===== src/rtl/servo_pwm_multi_if.sv =====
// Avalon-MM slave bus bundle for servo_pwm_multi.
// The master drives address/strobes/write data; the slave returns registered read data.
interface servo_pwm_multi_if;
    logic [3:0]  avs_address;
    logic        avs_read;
    logic        avs_write;
    logic [31:0] avs_writedata;
    logic [31:0] avs_readdata;

    modport master (
        output avs_address,
        output avs_read,
        output avs_write,
        output avs_writedata,
        input  avs_readdata
    );

    modport slave (
        input  avs_address,
        input  avs_read,
        input  avs_write,
        input  avs_writedata,
        output avs_readdata
    );
endinterface


===== src/rtl/servo_pwm_multi.sv =====
// Multi-channel servo PWM generator behind an Avalon-MM slave.
// A prescaler derives a tick from clk; a frame counter runs over the active period.
// Period, enables and per-channel widths are shadowed and only move at frame boundaries,
// so a pulse in flight is never cut short or stretched by a register write.
module servo_pwm_multi #(
    parameter int NUM_CH     = 4,
    parameter int CLK_HZ     = 50000000,
    parameter int TICK_HZ    = 1000000,
    parameter int W          = 16,
    parameter int DEF_PERIOD = 20000,
    parameter int DEF_WIDTH  = 1500,
    parameter int MIN_WIDTH  = 500,
    parameter int MAX_WIDTH  = 2500
) (
    input  logic               clk,
    input  logic               reset,
    servo_pwm_multi_if.slave   bus,
    output logic [NUM_CH-1:0]  pwm_out,
    output logic               frame_sync
);

    localparam int DIV = CLK_HZ / TICK_HZ;
    localparam int PW  = (DIV > 1) ? $clog2(DIV) : 1;

    localparam logic [PW-1:0] DIV_M1  = PW'(DIV - 1);
    localparam logic [W-1:0]  MIN_W   = W'(MIN_WIDTH);
    localparam logic [W-1:0]  MAX_W   = W'(MAX_WIDTH);
    localparam logic [W-1:0]  MIN_PER = W'(MAX_WIDTH + 1);
    localparam logic [W-1:0]  DEF_PER = W'(DEF_PERIOD);
    localparam logic [W-1:0]  DEF_W   = W'(DEF_WIDTH);

    // Programmed (bus-visible) registers
    logic [NUM_CH-1:0] r_ctrl;
    logic [W-1:0]      r_period;
    logic [W-1:0]      r_slew;
    logic [W-1:0]      r_tgt [NUM_CH];

    // Active state used by the running frame
    logic [PW-1:0]     r_presc;
    logic [W-1:0]      r_frame_cnt;
    logic [W-1:0]      r_per_act;
    logic [NUM_CH-1:0] r_en_act;
    logic [W-1:0]      r_cur [NUM_CH];
    logic [31:0]       r_readdata;

    logic              w_tick;
    logic              w_frame_start;
    logic [W-1:0]      w_wdata;
    logic [W-1:0]      w_tgt_clamped;
    logic [W-1:0]      w_per_clamped;
    logic [NUM_CH-1:0] w_status;
    logic [W-1:0]      w_cur_next [NUM_CH];
    logic [W:0]        w_up       [NUM_CH];
    logic [W:0]        w_floor    [NUM_CH];
    logic [31:0]       w_rd_mux;

    assign w_tick        = (r_presc == DIV_M1);
    assign w_frame_start = w_tick && (r_frame_cnt == r_per_act - 1'b1);

    assign w_wdata       = bus.avs_writedata[W-1:0];
    assign w_tgt_clamped = (w_wdata < MIN_W) ? MIN_W :
                           (w_wdata > MAX_W) ? MAX_W : w_wdata;
    assign w_per_clamped = (w_wdata < MIN_PER) ? MIN_PER : w_wdata;

    assign bus.avs_readdata = r_readdata;

    // Slew-limited next width per channel, computed one bit wider so the step never wraps
    always_comb begin
        for (int k = 0; k < NUM_CH; k++) begin
            w_up[k]       = {1'b0, r_cur[k]} + {1'b0, r_slew};
            w_floor[k]    = {1'b0, r_tgt[k]} + {1'b0, r_slew};
            w_status[k]   = (r_cur[k] == r_tgt[k]);
            w_cur_next[k] = r_cur[k];
            if (r_slew == '0) begin
                w_cur_next[k] = r_tgt[k];
            end else if (r_cur[k] < r_tgt[k]) begin
                w_cur_next[k] = (w_up[k] >= {1'b0, r_tgt[k]}) ? r_tgt[k] : w_up[k][W-1:0];
            end else if (r_cur[k] > r_tgt[k]) begin
                w_cur_next[k] = ({1'b0, r_cur[k]} <= w_floor[k]) ? r_tgt[k] : r_cur[k] - r_slew;
            end
        end
    end

    // Read-data mux over the register map; unmapped addresses read as zero
    always_comb begin
        // NOTE: the default comes first so every path assigns w_rd_mux and no latch is inferred.
        w_rd_mux = '0;
        case (bus.avs_address)
            4'd0: w_rd_mux[NUM_CH-1:0] = r_ctrl;
            4'd1: w_rd_mux[W-1:0]      = r_period;
            4'd2: w_rd_mux[W-1:0]      = r_slew;
            4'd3: w_rd_mux[NUM_CH-1:0] = w_status;
            default: begin
                for (int k = 0; k < NUM_CH; k++) begin
                    if (bus.avs_address == 4'(4 + k)) begin
                        w_rd_mux[W-1:0] = r_tgt[k];
                    end
                end
            end
        endcase
    end

    // Bus-writable registers; values are clamped on the way in
    always_ff @(posedge clk) begin
        if (reset) begin
            r_ctrl   <= '0;
            r_period <= DEF_PER;
            r_slew   <= '0;
            // NOTE: these arrays are small flop banks, not RAM, so they are given reset values.
            for (int k = 0; k < NUM_CH; k++) begin
                r_tgt[k] <= DEF_W;
            end
        end else if (bus.avs_write) begin
            case (bus.avs_address)
                4'd0: r_ctrl   <= bus.avs_writedata[NUM_CH-1:0];
                4'd1: r_period <= w_per_clamped;
                4'd2: r_slew   <= w_wdata;
                4'd3: ;
                default: begin
                    for (int k = 0; k < NUM_CH; k++) begin
                        if (bus.avs_address == 4'(4 + k)) begin
                            r_tgt[k] <= w_tgt_clamped;
                        end
                    end
                end
            endcase
        end
    end

    // Time base, frame counter and frame-boundary loading of the active shadows
    always_ff @(posedge clk) begin
        if (reset) begin
            // NOTE: non-blocking updates mean every register here samples pre-edge values,
            // which is what makes a same-cycle bus write land one frame later.
            r_presc     <= '0;
            r_frame_cnt <= '0;
            r_per_act   <= DEF_PER;
            r_en_act    <= '0;
            frame_sync  <= 1'b0;
            for (int k = 0; k < NUM_CH; k++) begin
                r_cur[k] <= DEF_W;
            end
        end else begin
            r_presc    <= w_tick ? '0 : r_presc + 1'b1;
            frame_sync <= w_frame_start;
            if (w_frame_start) begin
                r_frame_cnt <= '0;
                r_per_act   <= r_period;
                r_en_act    <= r_ctrl;
                for (int k = 0; k < NUM_CH; k++) begin
                    r_cur[k] <= w_cur_next[k];
                end
            end else if (w_tick) begin
                r_frame_cnt <= r_frame_cnt + 1'b1;
            end
        end
    end

    // Registered read data, fixed latency of one cycle
    always_ff @(posedge clk) begin
        if (reset) begin
            r_readdata <= '0;
        end else if (bus.avs_read) begin
            r_readdata <= w_rd_mux;
        end
    end

    // Registered pulse outputs; disabled channels stay low for the whole frame
    always_ff @(posedge clk) begin
        if (reset) begin
            pwm_out <= '0;
        end else begin
            for (int k = 0; k < NUM_CH; k++) begin
                pwm_out[k] <= r_en_act[k] && (r_frame_cnt < r_cur[k]);
            end
        end
    end

endmodule


===== src/flat_wrapper.sv =====
// flat-port wrapper written by rule: the top's interface ports become plain ports
module servo_pwm_multi_flat 
#(
    parameter int NUM_CH     = 4,
    parameter int CLK_HZ     = 50000000,
    parameter int TICK_HZ    = 1000000,
    parameter int W          = 16,
    parameter int DEF_PERIOD = 20000,
    parameter int DEF_WIDTH  = 1500,
    parameter int MIN_WIDTH  = 500,
    parameter int MAX_WIDTH  = 2500
)
  (clk, reset, pwm_out, frame_sync, bus_avs_address, bus_avs_read, bus_avs_write, bus_avs_writedata, bus_avs_readdata);
  servo_pwm_multi_if bus_i ();
  input  logic clk;
  input  logic reset;
  output logic [NUM_CH-1:0] pwm_out;
  output logic frame_sync;
  input wire logic [$bits(bus_i.avs_address)-1:0] bus_avs_address;
  input wire logic [$bits(bus_i.avs_read)-1:0] bus_avs_read;
  input wire logic [$bits(bus_i.avs_write)-1:0] bus_avs_write;
  input wire logic [$bits(bus_i.avs_writedata)-1:0] bus_avs_writedata;
  output wire logic [$bits(bus_i.avs_readdata)-1:0] bus_avs_readdata;
  assign bus_i.avs_address = bus_avs_address;
  assign bus_i.avs_read = bus_avs_read;
  assign bus_i.avs_write = bus_avs_write;
  assign bus_i.avs_writedata = bus_avs_writedata;
  assign bus_avs_readdata = bus_i.avs_readdata;
  servo_pwm_multi #(.NUM_CH(NUM_CH), .CLK_HZ(CLK_HZ), .TICK_HZ(TICK_HZ), .W(W), .DEF_PERIOD(DEF_PERIOD), .DEF_WIDTH(DEF_WIDTH), .MIN_WIDTH(MIN_WIDTH), .MAX_WIDTH(MAX_WIDTH)) u_core (.clk(clk), .reset(reset), .bus(bus_i), .pwm_out(pwm_out), .frame_sync(frame_sync));
endmodule

===== config.mk =====
export PLATFORM = sky130hd
export DESIGN_NAME = servo_pwm_multi_flat
export DESIGN_NICKNAME = d
export VERILOG_FILES = /design/src/rtl/servo_pwm_multi_if.sv /design/src/rtl/servo_pwm_multi.sv /design/src/flat_wrapper.sv
export SDC_FILE = /design/constraint.sdc
export NUM_CORES = 1
export LEC_CHECK = 0
export ABC_AREA = 1
export CORE_MARGIN = 2
export CORE_UTILIZATION = 37
export CTS_BUF_LIST = sky130_fd_sc_hd__clkbuf_16
export CTS_CLUSTER_SIZE = 25
export DETAILED_ROUTE_END_ITERATION = 7
export DONT_BUFFER_PORTS = 1
export PLACE_DENSITY = 0.51
export SETUP_SLACK_MARGIN = 0.05
export SLEW_MARGIN = 20
export SYNTH_ARGS = -nofsm -noshare
export SYNTH_HDL_FRONTEND = slang
export SYNTH_SLANG_ARGS = --single-unit

===== constraint.sdc =====
create_clock -name clk -period 4.7 [get_ports clk]
set_input_delay 0.47 -clock clk [delete_from_list [all_inputs] [get_ports clk]]
set_output_delay 0.47 -clock clk [all_outputs]
set_load 0.05 [all_outputs]

==> flow_summary.toml, run 1 <==
[timing]
fin_crit_sh_pct = 92.5
setup_tns_ns = 0
fin_skew_ns = 0.0122
final_max_slew_viol_count = 0
slew_headroom_pct = 14.3
fmax_mhz = 230
setup_viol = 0
tightest_slew_ns = 1.28
period_minus_slack_ns = 4.35
hold_violations = 0
rsz0062_at_grt = "false"

[logic_synthesis]
ys.flop_type = "edfxtp_1"
synth_compound_area_share_pct = 13.7
ys_types = 61
synthSimpleGateAreaFrac_pct = 29.8
synth_fa_ha_area_share_pct = 21.0
synth_top_family_by_area = "simple AND/OR/NAND/NOR gates"
synth-edff-count = 128
netlist_area_mm2 = 0.0276
synthCells = 4049
avgSynthCellArea_um2 = 6.82
synth_xor_area_share_pct = 5.42
ys_ff_latch = 227
ys_async_sr_fraction_pct = 0
ys_warn_count = 0
synthMuxAreaShare_pct = 0
yosysSeqAreaShare_pct = 21.1

[power]
finalPower_mw = 7.01
powerDensity_mw_per_mm2 = 231
clock_power_share_pct = 32.9
peakVddDrop_mv = 0.237
pwr-share-seq_pct = 32.9
p_leak_nw = 14.8
netSwitchingPower_mw = 2.70
pwr-share-comb_pct = 34.2
swShare_pct = 38.6
intPower_mw = 4.31

[global_routing]
grt_pass1_wl_mm = 163
gr-usage-met3_pct = 3.12
antenna_found_initial = 0
gr-usage-met2_pct = 45.1
grt_usage_pct = 28.0
grt-ovfl-total = 0
grt_pass1_vias = 26024
top_usage_layer = "met2"
met1_usage_pct = 38.0
grt_start_max_net_pins = 44

[final_layout]
drive_gt1_share_pct = 5.45
nNetsFinal = 4607
area_delta_synth_final_pct = 9.74
layoutNonFillerInstCount = 5103
final_area_mm2 = 0.0303

[floorplanning]
initial_core_util_pct = 37.2
dieArea_mm2 = 0.0769
core_mm2 = 0.0742
dieHeight_um = 277
die_w_um = 277
std_cell_rows = 100
io_pins = 77

[worst_hold_path]
holdCritPathClass = "in -> reg"
hold_depth = 2
hold_end = "u_core.r_period[13]"
worstHoldStart = "bus_avs_writedata[13]"

[cts]
cts_root_buffer = "clkbuf_16"
cts_buffers = 29
cts.sinks = 227
clkTransAtPathRegs_ns = 0.07
post_cts_buffers = 0
clk_path_buf_depth = 3
clk_latency_ns = 0.59
cts_tree = "built"
htreeDepth = 1

[setup_path]
arrival_ns = 4.70
path_max_fanout = 17
critPathKind = "reg -> reg"
r2r_slack_ns = 0.35
crit_path_end_kind = "flip-flop"
startpoint_type = "flip-flop"
worstPathRequired_ns = 5.06
rr_worst_depth = 22
timing.rr.end = "u_core.r_cur[0][57]"
r2r-start = "u_core.r_slew[1]"

[routing]
avgRoutedWirePerCell_um = 21.4
ant_nets = 0
routed_wirelength_mm = 109
drt_iter0_drc = 2298
vias = 27232
drt-vias-per-instance = 5.34
dr.pass1.iters = 6
drc = 0

[place]
dpl.cell_count = 5044
dpl.hpwl_mm = 87.1
gp_congestion = 0.971
placedInstanceArea_mm2 = 0.0293
portBuffers = 0

[job]
maxCapViolCount = 0

[outcome]
outcome = "completed"
==> critical path, cell delays in order (launching register included) <==
cell and delay [ns]:
dfxtp_2 0.52, buf_4 0.24, ha_1 0.24, nand3_1 0.06, nand2_1 0.09, a31oi_1 0.26
o21ai_0 0.19, a21boi_0 0.36, o21ai_0 0.23, nand2_1 0.10, nand2_1 0.06, xnor2_1 0.14
ha_1 0.31, nand4_1 0.10, nor4_1 0.40, nor2_2 0.09, nand2_1 0.08, buf_4 0.24
nand2_1 0.07, nand3_1 0.07, nand3_1 0.11, nand2_1 0.09, inv_1 0.04
==> cell usage after synthesis (all sizes together) (17+ instances only) <==
cell type	number	area share [%]
inv	489	6.6
buf	58	1.3
nor3	55	1.2
o21ai	156	2.8
nand3	424	7.7
o21bai	18	0.49
nor2	390	5.5
edfxtp	128	14
nand4	63	1.4
xnor2	45	1.4
o22ai	17	0.38
xor2	126	4.0
dfxtp	99	7.2
nand2	916	12
a21o	34	0.92
a21oi	341	6.2
nand3b	34	0.92
clkbuf	67	0.91
ha	444	20
a31oi	21	0.50
==> power by group through the flow <==
stage	combinational (mW)	sequential [mW]	clock (mW)
2_1_floorplan	1.70	2.30	0
3_3_place_gp	2.35	2.35	0
3_5_place_dp	2.36	2.35	0
4_1_cts	2.38	2.30	2.34
5_1_grt	2.72	2.31	2.41
6_report	2.40	2.31	2.31
==> worst max path at each step <==
stage	from	end	depth (start not counted)
after global placement	u_core.r_slew[0]	u_core.r_cur[0][1]	23
after CTS	u_core.r_slew[0]	u_core.r_cur[0][1]	23
after global routing	u_core.r_tgt[0][34]	u_core.r_cur[0][42]	25
after floorplan	u_core.r_slew[1]	u_core.r_cur[0][34]	23
final	u_core.r_slew[1]	u_core.r_cur[0][57]	22
after detailed placement	u_core.r_slew[0]	u_core.r_cur[0][17]	24
==> flip-flops by register name, indices dropped and copies added, names as in the netlist <==
| name | flops |
|---|---|
| u_core.r_cur | 64 |
| u_core.r_tgt | 64 |
| u_core.bus.avs_readdata | 16 |
| u_core.r_frame_cnt | 16 |
| u_core.r_per_act | 16 |
| u_core.r_period | 16 |
| u_core.r_slew | 16 |
| u_core.r_presc | 6 |
| u_core.pwm_out | 4 |
| u_core.r_ctrl | 4 |
| u_core.r_en_act | 4 |
| u_core.frame_sync | 1 |
==> area by class of cell <==
type / count / area (um2)
Clock inverter: 20 / 153
Sequential cell: 227 / 5830
Fill cell: 7852 / 43900
Tap cell: 969 / 1210
Antenna cell: 2 / 5.00
Clock buffer: 32 / 801
Multi-Input combinational cell: 3234 / 19500
Inverter: 494 / 1860
Timing Repair Buffer: 125 / 1000
==> repair_timing <==
action | in CTS | in global routing
gates resized for setup | 0 | 10
endpoints found under the hold margin | 15 | 0
endpoints found under the setup margin | 0 | 55
hold buffers | 5 | 0
==> stage by stage <==
step	worst slack [ns]	hold slack (ns)	util, %
final	0.354	0.0239	40.9
after global routing	0.0791	0.0219	40.9
after CTS	0.273	0.00173	40.8
after detailed placement	0.291	0.462	39.5
after global placement	0.314	0.457	39.5
after floorplan	0.398	0.440	-
==> cell usage in the layout (no fill, tap or decap), types with 9 or more instances in the layout <==
cell type / instances
edfxtp_1: 128
o21a_1: 12
clkbuf_16: 32
nor4_1: 15
xor2_1: 126
nor3_1: 48
a31oi_1: 20
nand3_1: 422
nand2_1: 909
inv_1: 485
conb_1: 32
dfxtp_1: 96
ha_1: 444
a211oi_1: 12
nand3b_1: 34
a21oi_1: 338
o22ai_1: 17
nor2_2: 9
nor2_1: 377
o21ai_0: 144
o211ai_1: 16
nand4_1: 63
inv_2: 10
xnor2_1: 45
o21ai_1: 12
o21bai_1: 18
fa_1: 12
buf_4: 115
a21o_1: 34
==> logic make-up after synthesis <==
family / count (synthesis)
DFF: 227
and+or+nand+nor: 1907
adders and majority gates: 456
buffers and inverters: 619
other: 1
xor gates and xnor gates: 171
AOI/OAI and AO/OA: 668
==> metal layers <==
layer	vias up	part of all wire, %
met3	136	5.8
met4	0	4.7
met2	759	44
met5	-	0
met1	12604	45
li1	13733	-
No activity file was read; power rests on OpenSTA's default activity.
==> run 2: changes to the inputs <==
==> constraint.sdc (replaced) <==
create_clock -name clk -period 5.1 [get_ports clk]
set_input_delay 0.51 -clock clk [delete_from_list [all_inputs] [get_ports clk]]
set_output_delay 0.51 -clock clk [all_outputs]
set_load 0.05 [all_outputs]
==> run 2 against run 1 <==
Non-clock buffer count down 21. Register-to-register slack gained 0.07 ns. Maximum frequency decreased by 7.0%. Global-route usage shrank 0.25 points. Final area down 0.82%. Wire length increased by 0.27%. Sequential power decreased by 8%. Clock skew grew 0.0034 ns. Die area stayed put. Largest cell class unchanged. Highest routed layer unchanged.
==> flow_summary.toml, run 2 (synthesis results as in run 1) <==
[outcome]
outcome = "completed"

[setup_path]
arrival_ns = 5.03
rr_worst_depth = 24
startpoint_type = "flip-flop"
r2r_slack_ns = 0.43
critPathKind = "reg -> reg"
worstPathRequired_ns = 5.45
crit_path_end_kind = "flip-flop"
path_max_fanout = 23

[timing]
tightest_slew_ns = 1.28
rsz0062_at_grt = "false"
hold_violations = 0
worst_slack_ns = 0.428
setup_tns_ns = 0
whs_ns = 0.0312
fmax_mhz = 214
final_max_slew_viol_count = 0
fin_skew_ns = 0.0156
period_minus_slack_ns = 4.67
setup_viol = 0
fin_crit_sh_pct = 91.6
slew_headroom_pct = 13.7

[global_routing]
grt_pass1_wl_mm = 162
grt_pass1_vias = 25526
grt_usage_pct = 27.7
grt-ovfl-total = 0
grt_start_max_net_pins = 49
antenna_found_initial = 1

[routing]
vias = 27328
dr.pass1.iters = 5
ant_nets = 0
drc = 0
drt_iter0_drc = 2301
drt-vias-per-instance = 5.38
routed_wirelength_mm = 110
avgRoutedWirePerCell_um = 21.6

[final_layout]
nNetsFinal = 4585
area_delta_synth_final_pct = 8.84
final_area_mm2 = 0.0301
layoutNonFillerInstCount = 5080
layout.cells.most_common = "nand2_1"
final_util_pct = 40.5
diodes = 0
drive_gt1_share_pct = 4.86
final_cell_mix = "nand2_1, inv_1, ha_1, nand3_1, nor2_1"
top_regs = "u_core.r_cur x64, u_core.r_tgt x64"

[worst_hold_path]
holdCritPathClass = "in -> reg"
hold_depth = 2

[place]
portBuffers = 0
dpl.cell_count = 5025
gp_congestion = 0.981
dp_slack_ns = 0.472
dpl.hpwl_mm = 86.4
placedInstanceArea_mm2 = 0.0291

[cts]
cts_resized = 0
cts.sinks = 227
cts_buffers = 28
cts_tree = "built"
clk_path_buf_depth = 3
clkTransAtPathRegs_ns = 0.06
htreeDepth = 1
clk_latency_ns = 0.60
cts_root_buffer = "clkbuf_16"

[power]
peakVddDrop_mv = 0.259
powerDensity_mw_per_mm2 = 211
p_leak_nw = 14.7
finalPower_mw = 6.36

[floorplanning]
initial_core_util_pct = 37.2
dieArea_mm2 = 0.0769
die_w_um = 277
dieHeight_um = 277
std_cell_rows = 100
io_pins = 77
core_mm2 = 0.0742

[job]
maxCapViolCount = 0
[run 2: changes by cell type in the layout (fill, tap and decap cells not counted), moves of 2 or more]
cell	delta
buf_4	-16
nand2_2	+2
dlygate4sd3_1	-2
dfxtp_2	-2
bufinv_16	-2
nand2_4	-2
clkinv_2	-2
a21boi_0	+2
inv_1	+3
buf_12	-2
a21boi_1	-2
dfxtp_1	+2
diode_2	-2
[run 2: critical path, stage by stage (launching register included)]
cell and delay, ns:
dfxtp_1 0.90, ha_1 0.33, fa_1 0.22, nand3_1 0.08, nand2_1 0.11, a21oi_1 0.11, o21ai_1 0.33, a31oi_1 0.18
o21ai_0 0.35, nand2_1 0.10, nand2_1 0.08, xor2_1 0.08, ha_1 0.29, nand2_1 0.09, nor3_1 0.16, nand4_1 0.11
nand2_1 0.13, nor2_4 0.04, nand2_1 0.08, buf_4 0.27, nand2_1 0.08, nand3_1 0.07, nand3_1 0.10, nand2_1 0.10
inv_1 0.04
[run 2: worst paths after layout]
check                         to                 start
max          u_core.r_cur[0][43]      u_core.r_slew[0]
min           u_core.r_period[9]  bus_avs_writedata[9]
min reg2reg  u_core.r_per_act[1]   u_core.r_per_act[1]
max reg2reg  u_core.r_cur[0][43]      u_core.r_slew[0]
[run 2: repair_timing]
action | in CTS | in global routing
hold endpoints to repair | 11 | 0
hold buffers | 3 | 0
setup buffers | 0 | 0
[run 2: layer usage]
metal | vias up | GRT usage [%] | routed length, um
met2 | 738 | 44.5 | 48200
met3 | 144 | 3.20 | 6230
li1 | 13686 | - | -
met1 | 12760 | 38.1 | 50500
met4 | 0 | 10.6 | 4700
met5 | - | 0 | 0
[run 2: final cells by class]
class,instances,area [um2]
well taps,969,1210
flip-flops and latches,227,5830
repair buffers,104,813
inverters,494,1860
multi-input cells,3234,19400
clock buffers,32,801
fillers,7968,44100
clock inverters,20,116
[run 2: power breakdown]
part	internal, mW	switching [mW]
Sequential	2.00	0.129
Combinational	0.735	1.45
Clock	1.13	0.917
Total	3.86	2.50
==> run 3: changes to the inputs <==
--- a/config.mk
+++ b/config.mk
@@ -6,13 +6,15 @@
 export NUM_CORES = 1
 export LEC_CHECK = 0
 export ABC_AREA = 1
+export ABC_CLOCK_PERIOD_IN_PS = 5100
 export CORE_MARGIN = 2
-export CORE_UTILIZATION = 37
+export CORE_UTILIZATION = 30
 export CTS_BUF_LIST = sky130_fd_sc_hd__clkbuf_16
 export CTS_CLUSTER_SIZE = 25
 export DETAILED_ROUTE_END_ITERATION = 7
 export DONT_BUFFER_PORTS = 1
-export PLACE_DENSITY = 0.51
+export GPL_TIMING_DRIVEN = 1
+export PLACE_DENSITY = 0.44
 export SETUP_SLACK_MARGIN = 0.05
 export SLEW_MARGIN = 20
 export SYNTH_ARGS = -nofsm -noshare
==> run 3 against run 2 <==
Sequential power is essentially flat. Critical path type unchanged. Die area grew 23%. Largest cell class unchanged. Sequential cell count is the same.
==> flow_summary.toml, run 3 (synthesis results as in run 1) <==
[power]
clock_power_share_pct = 34.3
p_leak_nw = 14.9
intPower_mw = 4.02
pwr-share-seq_pct = 31.9
netSwitchingPower_mw = 2.66
finalPower_mw = 6.68
swShare_pct = 39.8
pwr-share-comb_pct = 33.8
powerDensity_mw_per_mm2 = 218
peakVddDrop_mv = 0.311

[job]
maxCapViolCount = 0

[setup_path]
crit_path_start = "u_core.r_slew[1]"
critPathKind = "reg -> reg"
startpoint_type = "flip-flop"
path_max_fanout = 16
worstPathRequired_ns = 5.58
crit_path_end_kind = "flip-flop"
r2r-start = "u_core.r_slew[1]"
arrival_ns = 5.13

[final_layout]
final_cell_mix = "nand2_1, inv_1, ha_1, nand3_1, nor2_1"
top_regs = "u_core.r_cur x64, u_core.r_tgt x64"
layout.cells.most_common = "nand2_1"
nNetsFinal = 4612
area_delta_synth_final_pct = 10.8
final_area_mm2 = 0.0306
fillers = 10004
drive_gt1_share_pct = 5.63

[cts]
clk_latency_ns = 0.62
htreeDepth = 1
cts_root_buffer = "clkbuf_16"
clk_path_buf_depth = 3
cts.sinks = 227
cts_tree = "built"
clkTransAtPathRegs_ns = 0.06
cts_buffers = 31

[global_routing]
grt_pass1_wl_mm = 178
grt_start_max_net_pins = 64
grt_usage_pct = 25.4
grt-ovfl-total = 0
grt_pass1_vias = 26277
antenna_found_initial = 2

[timing]
slew_headroom_pct = 30.9
worst_slack_ns = 0.451
rsz0062_at_grt = "false"
setup_tns_ns = 0
fin_crit_sh_pct = 91.2
period_minus_slack_ns = 4.65
final_max_slew_viol_count = 0
hold_violations = 0
fin_skew_ns = 0.0247
tightest_slew_ns = 1.01
setup_viol = 0
fmax_mhz = 215

[place]
dp_slack_ns = 0.484
dpl.hpwl_mm = 95.3
gp_congestion = 0.960
placedInstanceArea_mm2 = 0.0296
portBuffers = 0

[worst_hold_path]
holdCritPathClass = "in -> reg"
worstHoldStart = "reset"

[routing]
drt_iter0_drc = 2185
dr.pass1.iters = 8
ant_nets = 0
avgRoutedWirePerCell_um = 22.9
drt-vias-per-instance = 5.17
drc = 0
routed_wirelength_mm = 122
vias = 27543

[floorplanning]
dieArea_mm2 = 0.0946
io_pins = 77
std_cell_rows = 111
die_w_um = 307
dieHeight_um = 307
core_mm2 = 0.0915
initial_core_util_pct = 30.2

[outcome]
outcome = "completed"
==> run 3: layout make-up <==
type,count,area (um2),share of cell area [%]
Multi-Input combinational cell,3234,19500,63.6
Sequential cell,227,5830,19.0
Inverter,494,1860,6.06
Tap cell,1186,1480,4.85
Timing Repair Buffer,128,963,3.15
Clock buffer,35,876,2.86
Clock inverter,23,148,0.482
Antenna cell,1,2.50,0.00817
==> run 3: per-layer routing <==
metal	GRT usage (%)	up-vias	share of wire [%]	wire, um
li1	-	13756	-	-
met1	35.5	13024	47	57600
met2	40.2	647	44	53300
met3	3.65	114	5.6	6880
met4	7.76	2	3.3	3970
met5	0	-	0.011	14
==> run 3: path summary, 6_finish.rpt <==
kind,slack [ns],cells after the start,endpoint
setup / recovery,0.45,23,u_core.r_cur[0][27]
hold / removal,0.03,2,u_core.r_period[5]
setup reg to reg,0.45,23,u_core.r_cur[0][27]
hold reg to reg,0.47,2,u_core.r_en_act[1]
==> run 3: stage by stage <==
| stage | instances | hold slack (ns) | util [%] |
|---|---|---|---|
| after floorplan | 4080 | 0.440 | - |
| after global placement | 5268 | 0.457 | 32.3 |
| after detailed placement | 5268 | 0.461 | 32.3 |
| after CTS | 5327 | 0.0151 | 33.4 |
| after global routing | 5327 | 0.0296 | 33.5 |
| final | 5328 | 0.0270 | 33.5 |
==> run 3: power groups by stage <==
stage | clock [mW] | sequential [mW] | combinational (mW)
floorplan | 0 | 2.12 | 1.57
global placement | 0 | 2.17 | 2.22
detailed placement | 0 | 2.17 | 2.22
CTS | 2.31 | 2.13 | 2.23
global route | 2.38 | 2.14 | 2.54
finish | 2.29 | 2.13 | 2.26
==> run 3: worst max-delay path, stage by stage (launching register included) <==
cell       delay (ns)
dfxtp_2          0.64
inv_1            0.39
buf_4            0.29
ha_1             0.31
nor2_1           0.10
nand2_1          0.06
nand2_1          0.14
nand2_1          0.07
nand2_1          0.17
a21o_1           0.15
xor2_1           0.23
inv_1            0.09
ha_1             0.27
nand2_1          0.09
nor2_1           0.06
nand4_1          0.07
o2111ai_1        0.11
a31oi_2          0.41
nand2_2          0.37
nand2_1          0.14
nand3_1          0.10
nand3_1          0.11
nand2_1          0.05
inv_1            0.05
==> run 3: timing repair <==
action,CTS,global route
buffers inserted,0,0
resized for setup,0,2
setup endpoints to repair,0,13
hold buffers,1,0
hold endpoints to repair,10,0
